### src/rtl/vga_renderer.sv
// 640x480 VGA tile renderer: 25 MHz pixel tick from a 50 MHz clock, sync/blank timing, and a registered colour stage.
// Optional feature: define CURSOR_OVERLAY_EN to draw a yellow 2-pixel outline around the cursor tile.
module vga_renderer #(
    parameter int H_VISIBLE = 640,
    parameter int H_FRONT   = 16,
    parameter int H_SYNC    = 96,
    parameter int H_BACK    = 48,
    parameter int V_VISIBLE = 480,
    parameter int V_FRONT   = 10,
    parameter int V_SYNC    = 2,
    parameter int V_BACK    = 33
) (
    input  logic       clock_50,
    input  logic       reset_key,
    input  logic [3:0] sprite,
    input  logic [1:0] robot_cursor_flags,
    input  logic [4:0] robot_type,
    output logic [9:0] pixel_x,
    output logic [9:0] pixel_y,
    output logic [7:0] vga_r,
    output logic [7:0] vga_g,
    output logic [7:0] vga_b,
    output logic       vga_hs,
    output logic       vga_vs,
    output logic       vga_blank_n,
    output logic       vga_clk
);

    localparam logic [9:0] H_VIS      = 10'(H_VISIBLE);
    localparam logic [9:0] V_VIS      = 10'(V_VISIBLE);
    localparam logic [9:0] H_LAST     = 10'(H_VISIBLE + H_FRONT + H_SYNC + H_BACK - 1);
    localparam logic [9:0] V_LAST     = 10'(V_VISIBLE + V_FRONT + V_SYNC + V_BACK - 1);
    localparam logic [9:0] HS_FIRST   = 10'(H_VISIBLE + H_FRONT);
    localparam logic [9:0] HS_LAST    = 10'(H_VISIBLE + H_FRONT + H_SYNC - 1);
    localparam logic [9:0] VS_FIRST   = 10'(V_VISIBLE + V_FRONT);
    localparam logic [9:0] VS_LAST    = 10'(V_VISIBLE + V_FRONT + V_SYNC - 1);

    logic        toggle;
    logic [9:0]  h_count;
    logic [9:0]  v_count;
    logic        visible;
    logic [4:0]  local_x;
    logic [4:0]  local_y;
    logic        marker_hit;
    logic [23:0] palette_rgb;
    logic [23:0] next_rgb;

    // The toggle doubles as the pixel clock; counters step on the cycle where it is high.
    always_ff @(posedge clock_50 or negedge reset_key) begin
        if (!reset_key) begin
            toggle  <= 1'b0;
            h_count <= '0;
            v_count <= '0;
        end else begin
            toggle <= ~toggle;
            if (toggle) begin
                if (h_count == H_LAST) begin
                    h_count <= '0;
                    v_count <= (v_count == V_LAST) ? '0 : v_count + 10'd1;
                end else begin
                    h_count <= h_count + 10'd1;
                end
            end
        end
    end

    assign vga_clk = toggle;
    assign visible = (h_count < H_VIS) && (v_count < V_VIS);
    assign pixel_x = (h_count < H_VIS) ? h_count : '0;
    assign pixel_y = (v_count < V_VIS) ? v_count : '0;
    assign local_x = pixel_x[4:0];
    assign local_y = pixel_y[4:0];

    always_comb begin
        palette_rgb = 24'hFF00FF;
        case (sprite)
            4'b0000: palette_rgb = 24'h808080;
            4'b0001: palette_rgb = 24'hF0F0F0;
            4'b0011: palette_rgb = 24'h8B4513;
            4'b0110: palette_rgb = 24'h000000;
            default: palette_rgb = 24'hFF00FF;
        endcase
    end

    // Malformed (non-one-hot) orientation codes fall back to the north marker.
    always_comb begin
        marker_hit = 1'b0;
        case (robot_type)
            5'b00000: marker_hit = 1'b0;
            5'b00100: marker_hit = (local_y[4:3] == 2'b11) && (local_x >= 5'd12) && (local_x <= 5'd19);
            5'b01000: marker_hit = (local_x[4:3] == 2'b11) && (local_y >= 5'd12) && (local_y <= 5'd19);
            5'b10000: marker_hit = (local_x[4:3] == 2'b00) && (local_y >= 5'd12) && (local_y <= 5'd19);
            default:  marker_hit = (local_y[4:3] == 2'b00) && (local_x >= 5'd12) && (local_x <= 5'd19);
        endcase
    end

`ifdef CURSOR_OVERLAY_EN
    logic cursor_border;
    assign cursor_border = robot_cursor_flags[0] &&
                           ((local_x <= 5'd1) || (local_x >= 5'd30) ||
                            (local_y <= 5'd1) || (local_y >= 5'd30));
`else
    logic cursor_unused;
    assign cursor_unused = robot_cursor_flags[0];
`endif

    always_comb begin
        next_rgb = palette_rgb;
        if (!visible)
            next_rgb = 24'h000000;
        else if (robot_cursor_flags[1])
            next_rgb = marker_hit ? 24'hFFFFFF : 24'hFF0000;
`ifdef CURSOR_OVERLAY_EN
        else if (cursor_border)
            next_rgb = 24'hFFFF00;
`endif
    end

    // Colour, syncs and blank share this single stage so they stay aligned.
    always_ff @(posedge clock_50 or negedge reset_key) begin
        if (!reset_key) begin
            {vga_r, vga_g, vga_b} <= 24'h000000;
            vga_hs      <= 1'b1;
            vga_vs      <= 1'b1;
            vga_blank_n <= 1'b0;
        end else if (toggle) begin
            {vga_r, vga_g, vga_b} <= next_rgb;
            vga_hs      <= !((h_count >= HS_FIRST) && (h_count <= HS_LAST));
            vga_vs      <= !((v_count >= VS_FIRST) && (v_count <= VS_LAST));
            vga_blank_n <= visible;
        end
    end

endmodule

### config.mk
export PLATFORM = sky130hd
export DESIGN_NAME = vga_renderer
export DESIGN_NICKNAME = d
export VERILOG_FILES = /design/src/rtl/vga_renderer.sv
export SDC_FILE = /design/constraint.sdc
export NUM_CORES = 1
export LEC_CHECK = 0
export BUFFER_PORTS_ARGS = -buffer_cell sky130_fd_sc_hd__buf_2
export CAP_MARGIN = 10
export CORE_AREA = 2 2 73 75
export DETAILED_ROUTE_END_ITERATION = 7
export DIE_AREA = 0 0 75 77
export GPL_ROUTABILITY_DRIVEN = 0
export HOLD_SLACK_MARGIN = 0.12
export PLACE_DENSITY = 0.73
export SYNTH_ARGS = -nofsm -noshare
export SYNTH_HDL_FRONTEND = slang
export SYNTH_SLANG_ARGS = --single-unit
### constraint.sdc
create_clock -name clock_50 -period 1.7 [get_ports clock_50]
set_input_delay 0.34 -clock clock_50 [delete_from_list [all_inputs] [get_ports clock_50]]
set_output_delay 0.34 -clock clock_50 [all_outputs]
set_load 0.01 [all_outputs]
==> results by group, run 1 <==
Die
  – CORE AREA: 4980 um2
  – Full die area: 5780 um2
  – I/O pin count: 61
  – Die width: 75 um
  – Row count: 26
  – Initial core utilization: 45.1%
  – Die Ht: 77 um

GRT
  – Largest net degree at the start of global routing: 21
  – Vias in the first global route: 1901
  – First-pass GRT wire length: 8910 um
  – Initial antenna violation count: 0
  – Total grt overflow: 0
  – GRT Total Usage: 20.0%

Min path
  – Min-Delay Endpoint: vga_g[5]$_DFFE_PN0P_
  – Worst min-delay path startpoint: robot_cursor_flags[1]
  – Worst Hold Class: in -> reg
  – Hold depth: 3

Yosys
  – Register bit total from synthesis: 38
  – Syn Area/Cell: 9.48 um2
  – Cells taking the most area after synthesis: dfrtp_1 40%, xor2_1 4.3%, buf_4 4.0%
  – Yosys top cell area share: 40.1%
  – Synth Net Count: 254
  – Share of the yosys chip area belonging to registers: 42.4%
  – Async set or reset register ratio after synthesis: 100%
  – Library cell with the largest summed area after synthesis: dfrtp_1
  – Cells after synthesis: 237
  – Synthesized area: 2250 um2
  – EDFF count, synth: 0
  – Prevailing post-synth register cell: dfrtp_1
  – YS warnings: 0
  – Count of cell types in the netlist: 52

Route
  – Vias per inst: 5.19
  – Drt wl/cell: 15.2 um
  – DR vias: 2028
  – DRC: 0
  – Antenna Violating Nets Remaining: 0
  – 1st-iter DRT viols: 100
  – Initial DRT Pass Iterations: 4
  – Aggregate routed wire length: 5960 um

Cells and area
  – Net count, final: 337
  – Most frequent cells in the layout: 53 x buf_2, 33 x dfrtp_1, 33 x buf_4, 17 x nand2_1, 15 x nor2_1
  – Share of cells above drive strength 1: 43.6%
  – Post-route insts no fill: 391
  – Most common cell after layout, fill and taps aside: buf_2
  – Layout area overhead: 39.3%
  – ANT cells: 0

STA
  – Final period utilization: 107%
  – RSZ-0062 raised after global routing: true
  – Fin. max-slew vios: 0
  – Worst clock skew: 5.30 ps
  – Final setup violation count: 10
  – Post-route setup slack: -117 ps
  – WHS: 358 ps
  – Fmax: 550 MHz
  – Final critical-path required period: 1820 ps
  – Final hold viol count: 0
  – Sum Neg Setup Slack: -714 ps

Setup path
  – Max FO, Critical Path: 6
  – Worst Setup Path Type: reg -> out
  – Critical Path RT: 1360 ps
  – Crit. End Element: primary output
  – CP Data Arrival Time: 1480 ps
  – Setup crit start kind: register
  – R2R depth: 7
  – RR Startpoint: h_count[7]$_DFFE_PN0P_
  – R2R Setup Slk: -20 ps
  – Worst r2r dst: v_count[4]$_DFFE_PN0P_

Placed design
  – I/O Buffers: 58
  – DPL Wire Length: 3810 um
  – Cell Count Post-Placement: 362
  – Pre-CTS setup slack: -105 ps

Flow run
  – Max Cap Viol: 0

Power
  – Pleak: 1.48 nW
  – NetSw: 0.419 mW
  – Internal: 1.59 mW
  – Clock power share: 47.6%
  – Sequential Power Share: 46.0%
  – PwrDens: 643 nW/um2
  – Gate power share: 6.5%
  – Sw Ratio: 20.8%
  – Total power: 2.01 mW
  – VDD IR-drop max: 0.614 mV

Clocking
  – Clock latency on the worst-skew pair: 300 ps
  – Max clock buf depth: 2
  – CTS tree: yes
  – H-tree depth: 2
  – Root buffer cell: clkbuf_8
  – Clock sink total: 38
  – CTS Buf Count: 5
  – CTS clk-pin slew, worst paths: 80 ps

Status
  – Run status: complete, but fails checks
  – Failing checks: setup timing
-- synthesized netlist by cell type (6+ instances only) --
library cell   n
xnor2_1        8
nor3_1         7
nor2_1        15
o21ai_0        8
o21ai_1        7
dfrtp_1       36
and2_1        13
clkbuf_1       9
nand4_1        8
buf_4         12
nand2_1       20
xor2_1        11
inv_1         10
o2bb2ai_1      6
and3_1         7
-- state kept, by name, summed over array words and instances, names as in the netlist --
name / flops
vga_b: 5
vga_blank_n: 1
vga_r: 4
vga_g: 5
vga_clk: 1
h_count: 10
vga_hs: 1
v_count: 10
vga_vs: 1
-- worst max-delay path by stage --
| stage | cells after the start | from | endpoint | slack (ps) |
|---|---|---|---|---|
| after floorplan | 6 | vga_clk$_DFF_PN0_ | v_count[6]$_DFFE_PN0P_ | 70 |
| after global placement | 6 | robot_type[4] | vga_b[4]$_DFFE_PN0P_ | -30 |
| after detailed placement | 6 | robot_type[4] | vga_b[4]$_DFFE_PN0P_ | -100 |
| after CTS | 5 | v_count[7]$_DFFE_PN0P_ | pixel_y[1] | -60 |
| after global routing | 5 | v_count[5]$_DFFE_PN0P_ | pixel_y[2] | -160 |
| final | 4 | v_count[8]$_DFFE_PN0P_ | pixel_y[2] | -120 |
-- layout make-up --
cell class / instances / area, um2
fillers: 415 / 1850
repair buffers: 102 / 723
clock buffers: 6 / 82.6
clock inverters: 2 / 60.1
multi-input cells: 163 / 1180
inverters: 10 / 37.5
flip-flops and latches: 38 / 957
well taps: 70 / 87.6
-- critical path, cell delays in order (launching register included) --
cell,delay [ps]
dfrtp_1,430
a41oi_4,320
buf_6,160
and2_1,130
buf_2,130
-- logic make-up after synthesis --
family,share of synthesized area [%]
DFF,42.4
muxes,0.891
xor gates and xnor gates,7.41
other,0.167
adders and majority gates,2.23
AOI/OAI and AO/OA,15.4
buffers and inverters,8.30
and+or+nand+nor,23.2
-- metal layers --
layer	vias up	part of all wire (%)	global-route usage, %	wire, um
met5	-	0	0	0
met2	59	50	33.9	3000
met1	992	44	24.3	2610
met4	0	1.3	6.61	75
met3	8	4.5	4.73	266
li1	969	-	-	-
-- power by group through the flow --
| stage | logic, mW | clock network (mW) | registers [mW] |
|---|---|---|---|
| after floorplan | 0.0622 | 0 | 0.950 |
| after global placement | 0.124 | 0 | 0.942 |
| after detailed placement | 0.126 | 0 | 0.943 |
| after CTS | 0.128 | 0.981 | 0.925 |
| after global routing | 0.145 | 1.00 | 0.928 |
| final | 0.130 | 0.958 | 0.925 |
-- timing repair --
| action | in CTS | in global routing |
|---|---|---|
| setup endpoints to repair | 19 | 34 |
| hold buffers | 1 | 0 |
| setup buffers | 5 | 14 |
| pin swaps | 3 | 14 |
| endpoints found under the hold margin | 18 | 0 |
| gates resized for setup | 12 | 24 |
| cloned | 0 | 1 |
-- through the flow --
stage	util (%)	area, um2
after floorplan	-	2250
after global placement	53.7	2670
after detailed placement	53.7	2670
after CTS	58.4	2910
after global routing	62.9	3130
final	62.9	3130
Note: power is estimated with default switching activity, not from simulation.
==> inputs of run 2 (changes only) <==
PLACE_DENSITY = not set   (was 0.73)
PLACE_DENSITY_LB_ADDON = 0.05   (was not set)
==> results by group, run 2 (synthesis results as in run 1) <==
Status
  – Run status: complete, but fails checks
  – Failing checks: setup timing

Setup path
  – Max FO, Critical Path: 3
  – R2R depth: 6
  – Worst Setup Path Type: reg -> out
  – Crit. End Element: primary output
  – Critical Path RT: 1360 ps
  – Setup crit start kind: register
  – CP Data Arrival Time: 1400 ps

Cells and area
  – Share of cells above drive strength 1: 39.9%
  – Most common cell after layout, fill and taps aside: buf_2
  – Fillers: 471
  – Reg area: 953 um2
  – Biggest regs: h_count: 10 flops, v_count: 10 flops
  – Post-Route Utilization: 59.9%
  – Multi-input logic area: 1170 um2
  – ANT cells: 0
  – Net count, final: 329
  – Layout area overhead: 32.6%
  – Most frequent cells in the layout: 53 x buf_2, 36 x dfrtp_1, 28 x buf_4, 20 x nand2_1, 15 x nor2_1

Clocking
  – CTS Buf Count: 5
  – CTS clk-pin slew, worst paths: 70 ps
  – CTS tree: yes
  – Clock latency on the worst-skew pair: 290 ps
  – H-tree depth: 2
  – Max clock buf depth: 2
  – Root buffer cell: clkbuf_8
  – Clock sink total: 38

Die
  – Full die area: 5780 um2
  – I/O pin count: 61
  – Initial core utilization: 45.1%
  – Row count: 26
  – CORE AREA: 4980 um2
  – Die Ht: 77 um
  – Die width: 75 um

GRT
  – First-pass GRT wire length: 8110 um
  – Initial antenna violation count: 0
  – GRT Total Usage: 18.1%
  – Vias in the first global route: 1734
  – Largest net degree at the start of global routing: 22
  – Total grt overflow: 0

Route
  – Met1 WL: 2380 um
  – DR WL met2: 2550 um
  – Antenna Violating Nets Remaining: 0
  – Drt wl/cell: 13.7 um
  – Met3 wire len: 278 um
  – DR vias: 1921
  – Initial DRT Pass Iterations: 4
  – Top Metal Used: met4
  – Vias per inst: 5.02
  – Aggregate routed wire length: 5260 um
  – 1st-iter DRT viols: 59
  – DRC: 0

Power
  – VDD IR-drop max: 0.492 mV
  – Sw Ratio: 22.8%
  – Clock power share: 42.0%
  – Sequential Power Share: 50.7%
  – Gate power share: 7.3%
  – NetSw: 0.416 mW
  – PwrDens: 612 nW/um2
  – Pleak: 1.41 nW
  – Internal: 1.41 mW

Placed design
  – I/O Buffers: 58
  – DPL Wire Length: 3750 um
  – Pre-CTS setup slack: -64.2 ps

STA
  – Worst clock skew: 8.41 ps
  – Fmax: 576 MHz
  – Post-route setup slack: -37.4 ps
  – Final period utilization: 102%
  – Final hold viol count: 0
  – RSZ-0062 raised after global routing: true
  – Final setup violation count: 8
  – Final critical-path required period: 1740 ps
  – Fin. max-slew vios: 0

Min path
  – Worst Hold Class: in -> reg
  – Hold depth: 3

Flow run
  – Max Cap Viol: 0
run 2: changes by cell type in the layout (fill, tap and decap cells not counted), sizes merged:
| cell | delta |
|---|---|
| buf | -8 |
| bufinv | -1 |
| clkbuf | -1 |
| clkinvlp | +1 |
| nor2 | +1 |
run 2: through the flow:
stage               total power [mW]  hold WS, ps  cells  setup TNS, ps  instance area, um2
floorplan                       1.01         44.4    237              0                2250
global placement                1.07          311    366           -197                2690
detailed placement              1.07          311    366           -209                2690
CTS                             1.84          372    378          -88.3                2880
global route                    1.90          394    383           -751                2980
finish                          1.82          383    383           -152                2980
run 2: critical path, stage by stage (launching register included):
cell     delay (ps)
dfrtp_1         430
buf_6           140
and3_4          170
and2_4          140
nor3_2           90
buf_2           140
run 2: layout make-up:
| type | instances | share of cell area, % |
|---|---|---|
| multi-input cells | 164 | 39.4 |
| flip-flops and latches | 38 | 32.0 |
| repair buffers | 93 | 20.7 |
| well taps | 70 | 2.94 |
| clock buffers | 6 | 2.43 |
| clock inverters | 2 | 1.26 |
| inverters | 10 | 1.26 |
run 2: path summary, 6_finish.rpt:
check	startpoint	to	slack [ps]
setup / recovery	v_count[5]$_DFFE_PN0P_	pixel_y[1]	-40
hold / removal	sprite[0]	vga_g[5]$_DFFE_PN0P_	380
setup reg to reg	v_count[8]$_DFFE_PN0P_	vga_b[7]$_DFFE_PN0P_	70
hold reg to reg	vga_blank_n$_DFFE_PN0P_	vga_blank_n$_DFFE_PN0P_	470
max in group asynchronous	reset_key	vga_hs$_DFFE_PN1P_	640
min in group asynchronous	reset_key	vga_r[6]$_DFFE_PN0P_	520
run 2: metal layers:
metal | GRT usage (%) | up-vias
li1 | - | 960
met1 | 24.8 | 901
met2 | 28.9 | 54
met3 | 3.68 | 6
met4 | 4.82 | 0
met5 | 0 | -
run 2: power groups by stage:
stage / registers (mW) / logic (mW) / clock network (mW)
after floorplan: 0.950 / 0.0622 / 0
after global placement: 0.943 / 0.125 / 0
after detailed placement: 0.943 / 0.127 / 0
after CTS: 0.925 / 0.129 / 0.785
after global routing: 0.927 / 0.149 / 0.822
final: 0.925 / 0.133 / 0.767
run 2: repair_timing:
item | CTS | global route
endpoints found under the hold margin | 16 | 0
cloned | 0 | 2
buffers inserted | 3 | 3
gates resized for setup | 10 | 15
hold buffers | 1 | 0
setup endpoints to repair | 14 | 24
pin swaps | 6 | 6
